$ cat src/rtl/pwm_cfg_pkg.sv
// Shared constants and types for the PWM update scheduler: field codes,
// default data width, per-channel state encoding and bus-slice helpers.
package pwm_cfg_pkg;

  localparam int DW_DEFAULT = 16;
  localparam int CH_MAX     = 16;

  localparam logic [1:0] FLD_PRESCALER = 2'd0;
  localparam logic [1:0] FLD_COUNT     = 2'd1;
  localparam logic [1:0] FLD_SWITCH    = 2'd2;
  localparam logic [1:0] FLD_ENABLE    = 2'd3;

  typedef enum logic {
    CH_IDLE    = 1'b0,
    CH_PENDING = 1'b1
  } ch_state_t;

  // Channel ch occupies bits [ch_lo(ch, dw) +: dw] of a packed output bus.
  function automatic int ch_lo(input int ch, input int dw);
    return ch * dw;
  endfunction

endpackage

$ cat src/rtl/pwm_channel_shadow.sv
// One timer channel: shadow and active copies of its configuration, the
// pending/idle state and the restart flag that drives the timer reset.
module pwm_channel_shadow
  import pwm_cfg_pkg::*;
#(
  parameter int DW = DW_DEFAULT
) (
  input  logic          CLK,
  input  logic          _RST,
  input  logic          wr_en,
  input  logic [1:0]    wr_field,
  input  logic [DW-1:0] wr_data,
  input  logic          commit,
  input  logic          force_apply,
  input  logic          period_end,
  output logic [DW-1:0] prescaler,
  output logic [DW-1:0] count,
  output logic [DW-1:0] switch_val,
  output logic          enable,
  output logic          rst_n,
  output ch_state_t     state
);

  logic [DW-1:0] sh_psc_q, sh_psc_d, sh_cnt_q, sh_cnt_d, sh_sw_q, sh_sw_d;
  logic          sh_en_q, sh_en_d;
  logic [DW-1:0] act_psc_q, act_psc_d, act_cnt_q, act_cnt_d, act_sw_q, act_sw_d;
  logic          act_en_q, act_en_d;
  logic          restart_q, restart_d;
  logic          rst_n_q, rst_n_d;
  ch_state_t     state_q, state_d;
  logic          apply;

  always_comb begin
    sh_psc_d = sh_psc_q;
    sh_cnt_d = sh_cnt_q;
    sh_sw_d  = sh_sw_q;
    sh_en_d  = sh_en_q;
    if (wr_en) begin
      case (wr_field)
        FLD_PRESCALER: sh_psc_d = wr_data;
        FLD_COUNT:     sh_cnt_d = wr_data;
        FLD_SWITCH:    sh_sw_d  = wr_data;
        default:       sh_en_d  = wr_data[0];
      endcase
    end

    // A disabled timer is idle, so a pending commit needs no boundary.
    apply = force_apply ||
            ((state_q == CH_PENDING) && (!act_en_q || period_end));

    // Apply takes the next shadow so a same-cycle write is not lost.
    act_psc_d = apply ? sh_psc_d : act_psc_q;
    act_cnt_d = apply ? sh_cnt_d : act_cnt_q;
    act_sw_d  = apply ? sh_sw_d  : act_sw_q;
    act_en_d  = apply ? sh_en_d  : act_en_q;

    state_d = state_q;
    if (force_apply) begin
      state_d = CH_IDLE;
    end else if (state_q == CH_PENDING) begin
      if (apply) state_d = CH_IDLE;
    end else if (commit) begin
      state_d = CH_PENDING;
    end

    restart_d = force_apply;
    rst_n_d   = act_en_d && !restart_d;
  end

  always_ff @(posedge CLK or negedge _RST) begin
    if (!_RST) begin
      sh_psc_q  <= '0;
      sh_cnt_q  <= '0;
      sh_sw_q   <= '0;
      sh_en_q   <= 1'b0;
      act_psc_q <= '0;
      act_cnt_q <= '0;
      act_sw_q  <= '0;
      act_en_q  <= 1'b0;
      restart_q <= 1'b0;
      rst_n_q   <= 1'b0;
      state_q   <= CH_IDLE;
    end else begin
      sh_psc_q  <= sh_psc_d;
      sh_cnt_q  <= sh_cnt_d;
      sh_sw_q   <= sh_sw_d;
      sh_en_q   <= sh_en_d;
      act_psc_q <= act_psc_d;
      act_cnt_q <= act_cnt_d;
      act_sw_q  <= act_sw_d;
      act_en_q  <= act_en_d;
      restart_q <= restart_d;
      rst_n_q   <= rst_n_d;
      state_q   <= state_d;
    end
  end

  assign prescaler  = act_psc_q;
  assign count      = act_cnt_q;
  assign switch_val = act_sw_q;
  assign enable     = act_en_q;
  assign rst_n      = rst_n_q;
  assign state      = state_q;

  logic unused_restart;
  assign unused_restart = restart_q;

endmodule

$ cat src/rtl/pwm_update_scheduler.sv
// Host-facing PWM configuration scheduler: decodes shadow writes, fans out
// commits, and moves shadow to active per channel at period boundaries.
module pwm_update_scheduler
  import pwm_cfg_pkg::*;
#(
  parameter int  CHANNELS = 8,
  parameter int  DW       = DW_DEFAULT,
  localparam int CW       = (CHANNELS > 1) ? $clog2(CHANNELS) : 1
) (
  input  logic                   CLK,
  input  logic                   _RST,
  input  logic                   wr_valid,
  output logic                   wr_ready,
  input  logic [CW-1:0]          wr_chan,
  input  logic [1:0]             wr_field,
  input  logic [DW-1:0]          wr_data,
  input  logic                   commit_valid,
  input  logic [CHANNELS-1:0]    commit_mask,
  input  logic                   commit_force,
  input  logic [CHANNELS-1:0]    period_end,
  output logic [DW*CHANNELS-1:0] prescaler_out,
  output logic [DW*CHANNELS-1:0] count_out,
  output logic [DW*CHANNELS-1:0] switch_out,
  output logic [CHANNELS-1:0]    ch_enable,
  output logic [CHANNELS-1:0]    ch_rst_n,
  output logic [CHANNELS-1:0]    pending
);

  // Handshake: a write transfers on a rising CLK edge where wr_valid && wr_ready;
  // wr_ready drops only while the addressed channel has an unapplied commit,
  // and an out-of-range channel is always ready and its data is dropped.
  ch_state_t ch_state [CHANNELS];

  always_comb begin
    wr_ready = 1'b1;
    for (int i = 0; i < CHANNELS; i++) begin
      if (wr_chan == CW'(i)) wr_ready = !pending[i];
    end
  end

  for (genvar i = 0; i < CHANNELS; i++) begin : g_ch
    logic wr_en_i, commit_i, force_i;

    assign wr_en_i  = wr_valid && wr_ready && (wr_chan == CW'(i));
    assign commit_i = commit_valid && !commit_force && commit_mask[i];
    assign force_i  = commit_valid && commit_force && commit_mask[i];
    assign pending[i] = (ch_state[i] == CH_PENDING);

    pwm_channel_shadow #(.DW(DW)) u_ch (
      .CLK         (CLK),
      ._RST        (_RST),
      .wr_en       (wr_en_i),
      .wr_field    (wr_field),
      .wr_data     (wr_data),
      .commit      (commit_i),
      .force_apply (force_i),
      .period_end  (period_end[i]),
      .prescaler   (prescaler_out[ch_lo(i, DW) +: DW]),
      .count       (count_out[ch_lo(i, DW) +: DW]),
      .switch_val  (switch_out[ch_lo(i, DW) +: DW]),
      .enable      (ch_enable[i]),
      .rst_n       (ch_rst_n[i]),
      .state       (ch_state[i])
    );
  end

endmodule

$ cat config.mk
export PLATFORM = sky130hd
export DESIGN_NAME = pwm_update_scheduler
export DESIGN_NICKNAME = d
export VERILOG_FILES = /design/src/rtl/pwm_cfg_pkg.sv /design/src/rtl/pwm_channel_shadow.sv /design/src/rtl/pwm_update_scheduler.sv
export SDC_FILE = /design/constraint.sdc
export NUM_CORES = 1
export LEC_CHECK = 0
export CORE_UTILIZATION = 30
export CTS_CLUSTER_SIZE = 28
export DETAILED_ROUTE_END_ITERATION = 12
export SYNTH_ARGS = -nofsm -noshare
export SYNTH_HDL_FRONTEND = slang
export SYNTH_HIERARCHICAL = 1
export SYNTH_SLANG_ARGS = --single-unit
$ cat constraint.sdc
create_clock -name CLK -period 3.4 [get_ports CLK]
set_clock_uncertainty 0.1 [all_clocks]
set_input_delay 0.34 -clock CLK [delete_from_list [all_inputs] [get_ports CLK]]
set_output_delay 0.34 -clock CLK [all_outputs]
set_load 0.005 [all_outputs]
== Word-level counts from Yosys, hierarchy flattened ==
Cells that the tools add are included.

* Input bits: 42
* Output and inout bits: 409
* Word-level logic and storage cells: 288
* Flip-flop bits (word level): 800

* Reduce and logical (&&, ||, !) cells: 87
* Eq/ne operators: 9
* Muxes and demuxes: 112

{| class="wikitable"
|+ Operator list
! kind !! number
|-
| 2-to-1 mux 16 bit || 48
|-
| 2-to-1 mux 1 bit || 64
|-
| logical AND 1 bit || 43
|-
| zero test 1 bit || 25
|-
| logical OR 1 bit || 16
|-
| == test 3 bit, second input constant || 4
|-
| == test 3 x 2 -> 1 bit, second input constant || 2
|-
| == test 3 x 1 -> 1 bit, second input constant || 1
|-
| zero test 3 bit || 1
|-
| OR reduction 3 bit || 1
|-
| == test 2 x 1 -> 1 bit, second input constant || 1
|-
| == test 2 bit, second input constant || 1
|-
| zero test 2 bit || 1
|}

== Logic depth before layout (Yosys ltp) ==
* Depth after elaboration: 14
* Mapped depth: 9
* Depth with buffers taken out: 7

== By module ==
Netlist, hierarchy kept.

{| class="wikitable"
|+ Modules (own cells, without submodules)
! module !! cells each !! area an instance (um^2) !! times used !! sequential area each (um^2)
|-
| pwm_channel_shadow || 219 || 3817.4 || 8 || 2502.4
|-
| pwm_update_scheduler || 43 || 279.0 || 1 || 0.0
|}

== Least setup slack after synthesis ==
OpenSTA, ideal clock, no wires.

* Path kind: input-to-reg
* From: input wr_chan[1]
* To: register g_ch[4].u_ch.act_psc_q[10]
* Library setup time: 127 ps
* Arrival: 2906 ps
* Buffers on the path: 2
* Stages: 7
* Slack: 266 ps
* Data required time: 3173 ps
* Cells stage by stage: clkbuf_1 > mux4_2 > a2111oi_2 > nor3b_4 > buf_12 > mux2_4 > mux2_1

* Word-level cells in the longest chain between the ends: 12
* Elaborated cells on any way between the ends: 19
* Those cells by class: eq/ne: 7; mux: 9; reduce/logical: 3

{| class="wikitable"
|+ Ends and longest elaborated chain
! element !! RTL line !! text
|-
| start, declared || pwm_update_scheduler.sv:14 || <nowiki>input logic [CW-1:0] wr_chan,</nowiki>
|-
| zero test 3 bit || pwm_update_scheduler.sv:37 || <nowiki>if (wr_chan == CW'(i)) wr_ready = !pending[i];</nowiki>
|-
| 2-to-1 mux 1 bit (8 in a row) || pwm_update_scheduler.sv:37 ||
|-
| logical AND 1 bit || pwm_update_scheduler.sv:44 || <nowiki>assign wr_en_i = wr_valid && wr_ready && (wr_chan == CW'(i));</nowiki>
|-
| logical AND 1 bit * || pwm_update_scheduler.sv:44 ||
|-
| net g_ch[4].wr_en_i || pwm_update_scheduler.sv:42 || <nowiki>logic wr_en_i, commit_i, force_i;</nowiki>
|-
| 2-to-1 mux 16 bit * || pwm_channel_shadow.sv:38 || <nowiki>if (wr_en) begin</nowiki>
|-
| net g_ch[4].u_ch.sh_psc_d[10] || pwm_channel_shadow.sv:24 || <nowiki>logic [DW-1:0] sh_psc_q, sh_psc_d, sh_cnt_q, sh_cnt_d, sh_sw_q, sh_sw_d;</nowiki>
|-
| end signal, assigned || pwm_channel_shadow.sv:88 || <nowiki>act_psc_q <= act_psc_d;</nowiki>
|-
| end, declared || pwm_channel_shadow.sv:26 || <nowiki>logic [DW-1:0] act_psc_q, act_psc_d, act_cnt_q, act_cnt_d, act_sw_q, act_sw_d;</nowiki>
|}

Mark *: on every way through the listed nets, which the timed path passes. The rest lies on a longest branch.
A chain may end at the register's enable or synchronous reset.

== Final worst setup path ==
* From: register g_ch[0].u_ch.state_q
* To: output wr_ready

* Word-level cells in the longest chain between the ends: 9

{| class="wikitable"
|+ Ends and longest elaborated chain
! element !! RTL line !! text
|-
| start, declared || pwm_channel_shadow.sv:30 || <nowiki>ch_state_t state_q, state_d;</nowiki>
|-
| start signal, assigned || pwm_channel_shadow.sv:94 || <nowiki>state_q <= state_d;</nowiki>
|-
| zero test 1 bit || pwm_update_scheduler.sv:37 ||
|-
| 2-to-1 mux 1 bit (8 in a row) || pwm_update_scheduler.sv:37 ||
|-
| end, declared || pwm_update_scheduler.sv:13 || <nowiki>output logic wr_ready,</nowiki>
|}

No other way between the ends.

==> impl_metrics.env <==
export IMPL_num_rows=117
export IMPL_setup_viol_count_final=0
export IMPL_fmax_mhz=320
export IMPL_overflow=0
export IMPL_htree_levels=3
export IMPL_ys_seq_elements=800
export IMPL_arrival_ns=2.69
export IMPL_synth_cells=1795
export IMPL_die_y_um=323
export IMPL_cts_sinks=800
export IMPL_yosys_top_cells_count="dfrtp_1 (800), mux2_2 (592), mux2_4 (96)"
export IMPL_required_ns=2.96
export IMPL_slowest_delay_ns=0.58
export IMPL_worst_path_max_delay_cell="clkdlybuf4s50_1"
export IMPL_finalMaxSlewViolations=0
export IMPL_final_hold_viol_count=0
export IMPL_grt_first_pass_wirelength_um=130000
export IMPL_antenna_found_initial=12
export IMPL_grtUsageTotal_pct=17.0
export IMPL_core_area_um2=102000
export IMPL_crit_path_start_kind="flop"
export IMPL_holdCritPathClass="in -> async"
export IMPL_drc_errors=0
export IMPL_timing_final_crit_share_pct=92.1
export IMPL_netlist_area_um2=30800
export IMPL_cts_made_buffers=90
export IMPL_grt_max_degree=79
export IMPL_fp_dieW_um=323
export IMPL_synth_area_leaders="dfrtp_1 (65%), mux2_2 (22%), mux2_4 (4.7%)"
export IMPL_synth_most_common_cell="dfrtp_1"
export IMPL_leakage_nw=19.0
export IMPL_relSlewSlack_pct=28.7
export IMPL_cts_resized=0
export IMPL_cellPowerDensity_nw_per_um2=855
export IMPL_place_congestion=0.742
export IMPL_status="finished, final reports clean"
export IMPL_path_clk_slew_ns=0.06
export IMPL_totalWireLength_um=88100
export IMPL_synth_edf_count=0
export IMPL_finalHoldWorstSlack_ns=0.217
export IMPL_wl_per_cell_um=23.2
export IMPL_avgSynthCellArea_um2=17.2
export IMPL_drv_cap=0
export IMPL_syn_to_final_growth_pct=31.3
export IMPL_num_fill_cells=9302
export IMPL_yosysWarningCount=6
export IMPL_path_cells="nor2b_1, a211oi_1, nor3_1, o22ai_1, clkdlybuf4s50_1"
export IMPL_yosysUniqueCellTypes=30
export IMPL_place_port_buffers=450
export IMPL_place_hpwl_um=57700
export IMPL_synth_top_cell_area_share_pct=65.0
export IMPL_start_util_pct=30.3
export IMPL_vias_per_cell=4.57
export IMPL_critPathMaxFanout=6
export IMPL_peakVddDrop_uv=504
export IMPL_yosys_area_top_type="dfrtp_1"
export IMPL_yosysSeqAreaShare_pct=65.0
export IMPL_grt_pass1_vias=19188
export IMPL_fin_nets=2390
export IMPL_ant_nets=0
export IMPL_period_minus_slack_ns=3.13
export IMPL_cts_buffer_depth=3
export IMPL_first_iter_violations=689
export IMPL_regArea_um2=20000
export IMPL_die_area_um2=104000
export IMPL_worst_pin_slew_ns=1.07
export IMPL_vias=17354
export IMPL_fin_setup_tns_ns=0
export IMPL_dr_pass1_iters=4
export IMPL_endpoint_kind="output port"
export IMPL_synth_ff_type="dfrtp_1"
export IMPL_io_pins=451
export IMPL_path_class="reg -> out"
export IMPL_drive_gt1_share_pct=40.2
export IMPL_rsz0062_at_grt="no"
export IMPL_clockRootBuffer="clkbuf_16"
export IMPL_worst_skew_pair_late_latency_ns=0.65
export IMPL_cts_tree="built"
export IMPL_synthArstFlopShare_pct=100
export IMPL_multi_input_area_um2=10200
export IMPL_syn_num_nets=1837
## cells in the final DEF, fill, tap and decap left out, types with 6 or more instances in the layout
master and count:
dfrtp_1 800, mux2_2 592, clkdlybuf4s50_1 431, mux2_4 96, clkbuf_16 91, mux2_1 80
buf_4 58, buf_12 28, nor2_1 25, clkbuf_8 22, clkbuf_1 21, nand3b_4 16
buf_2 16, nor3_1 12, clkinv_2 11, inv_1 10, a211oi_1 9, nand2b_1 9
a21oi_1 9, and2_1 8, and3_1 8, inv_6 8, nor3b_4 8, nand3_1 8
mux2i_1 8, a21o_2 8, bufinv_16 6
## through the flow
| stage | utilization [%] | worst slack (ns) | cells | total power, mW | area, um^2 |
|---|---|---|---|---|---|
| floorplan | - | 0.266 | 1795 | 18.2 | 30800 |
| global placement | 36.8 | -0.208 | 3623 | 24.8 | 37400 |
| detailed placement | 36.8 | -0.138 | 3623 | 25.1 | 37400 |
| CTS | 39.8 | 0.162 | 3791 | 35.2 | 40500 |
| global route | 39.8 | 0.0486 | 3791 | 36.5 | 40500 |
| finish | 39.8 | 0.270 | 3794 | 34.6 | 40500 |
## report_power, final
part / internal, mW / switching (mW)
combinational: 6.61 / 3.79
sequential: 12.7 / 1.70
clock: 5.89 / 3.93
total: 25.2 / 9.42
## path summary, 6_finish.rpt
path	start	endpoint	slack, ns	depth (start not counted)
worst min-delay path	_RST	g_ch[6].u_ch/count[2]	0.22	2
worst min register to register	g_ch[5].u_ch/prescaler[11]	g_ch[5].u_ch/prescaler[11]	0.39	1
worst max register to register	g_ch[0].u_ch/state	g_ch[3].u_ch/switch_val[15]	0.40	9
worst max-delay path	g_ch[0].u_ch/state	wr_ready	0.27	5
max in group asynchronous	_RST	g_ch[5].u_ch/sh_psc_q[3]	1.73	3
min in group CLK	wr_data[14]	g_ch[1].u_ch/sh_sw_q[14]	0.23	2
## kinds of logic (layout without fill, tap and decap cells)
family,Yosys count,count (layout),synth area share [%]
compound gates,31,31,0.698
buf+inv,84,712,1.96
flops,800,800,65.0
mux,777,777,29.6
other cells,0,3,0
simple gates,103,103,2.82
## registers in the layout (all words and copies together), names as in the netlist
| signal | cells |
|---|---|
| g_ch.u_ch/switch_val | 128 |
| g_ch.u_ch/state | 8 |
| g_ch.u_ch/sh_cnt_q | 128 |
| g_ch.u_ch/sh_en_q | 8 |
| g_ch.u_ch/sh_psc_q | 128 |
| g_ch.u_ch/enable | 8 |
| g_ch.u_ch/count | 128 |
| g_ch.u_ch/sh_sw_q | 128 |
| g_ch.u_ch/rst_n | 8 |
| g_ch.u_ch/prescaler | 128 |
## area by class of cell
| class | instances | area share, % |
|---|---|---|
| clock buffer | 134 | 6.57 |
| clock inverter | 33 | 0.956 |
| tap | 1368 | 4.23 |
| multi-input combinational | 911 | 25.3 |
| antenna | 3 | 0.0186 |
| inverter | 10 | 0.0928 |
| sequential | 800 | 49.5 |
| timing repair buffer | 535 | 13.4 |
## routing by layer
metal  vias up  track usage (%)  part of all wire, %
met1      9327             22.0                   43
met4         6             4.13                  1.9
met5         -                0                0.041
met3       107             4.71                  6.3
li1       7507                -                    -
met2       407             28.1                   49
## critical path: cells and delay by family, from the launching register on
family	cells	cell delay [ns]
flip-flops	1	0.50
AO/OA/AOI/OAI	2	0.66
buffers and inverters	1	0.58
AND/OR/NAND/NOR	2	0.29
## what timing repair did
action	in CTS	in global routing
hold buffers	1	0
hold endpoints to repair	57	0
setup buffers	0	0
(Power assumes the default switching activity.)
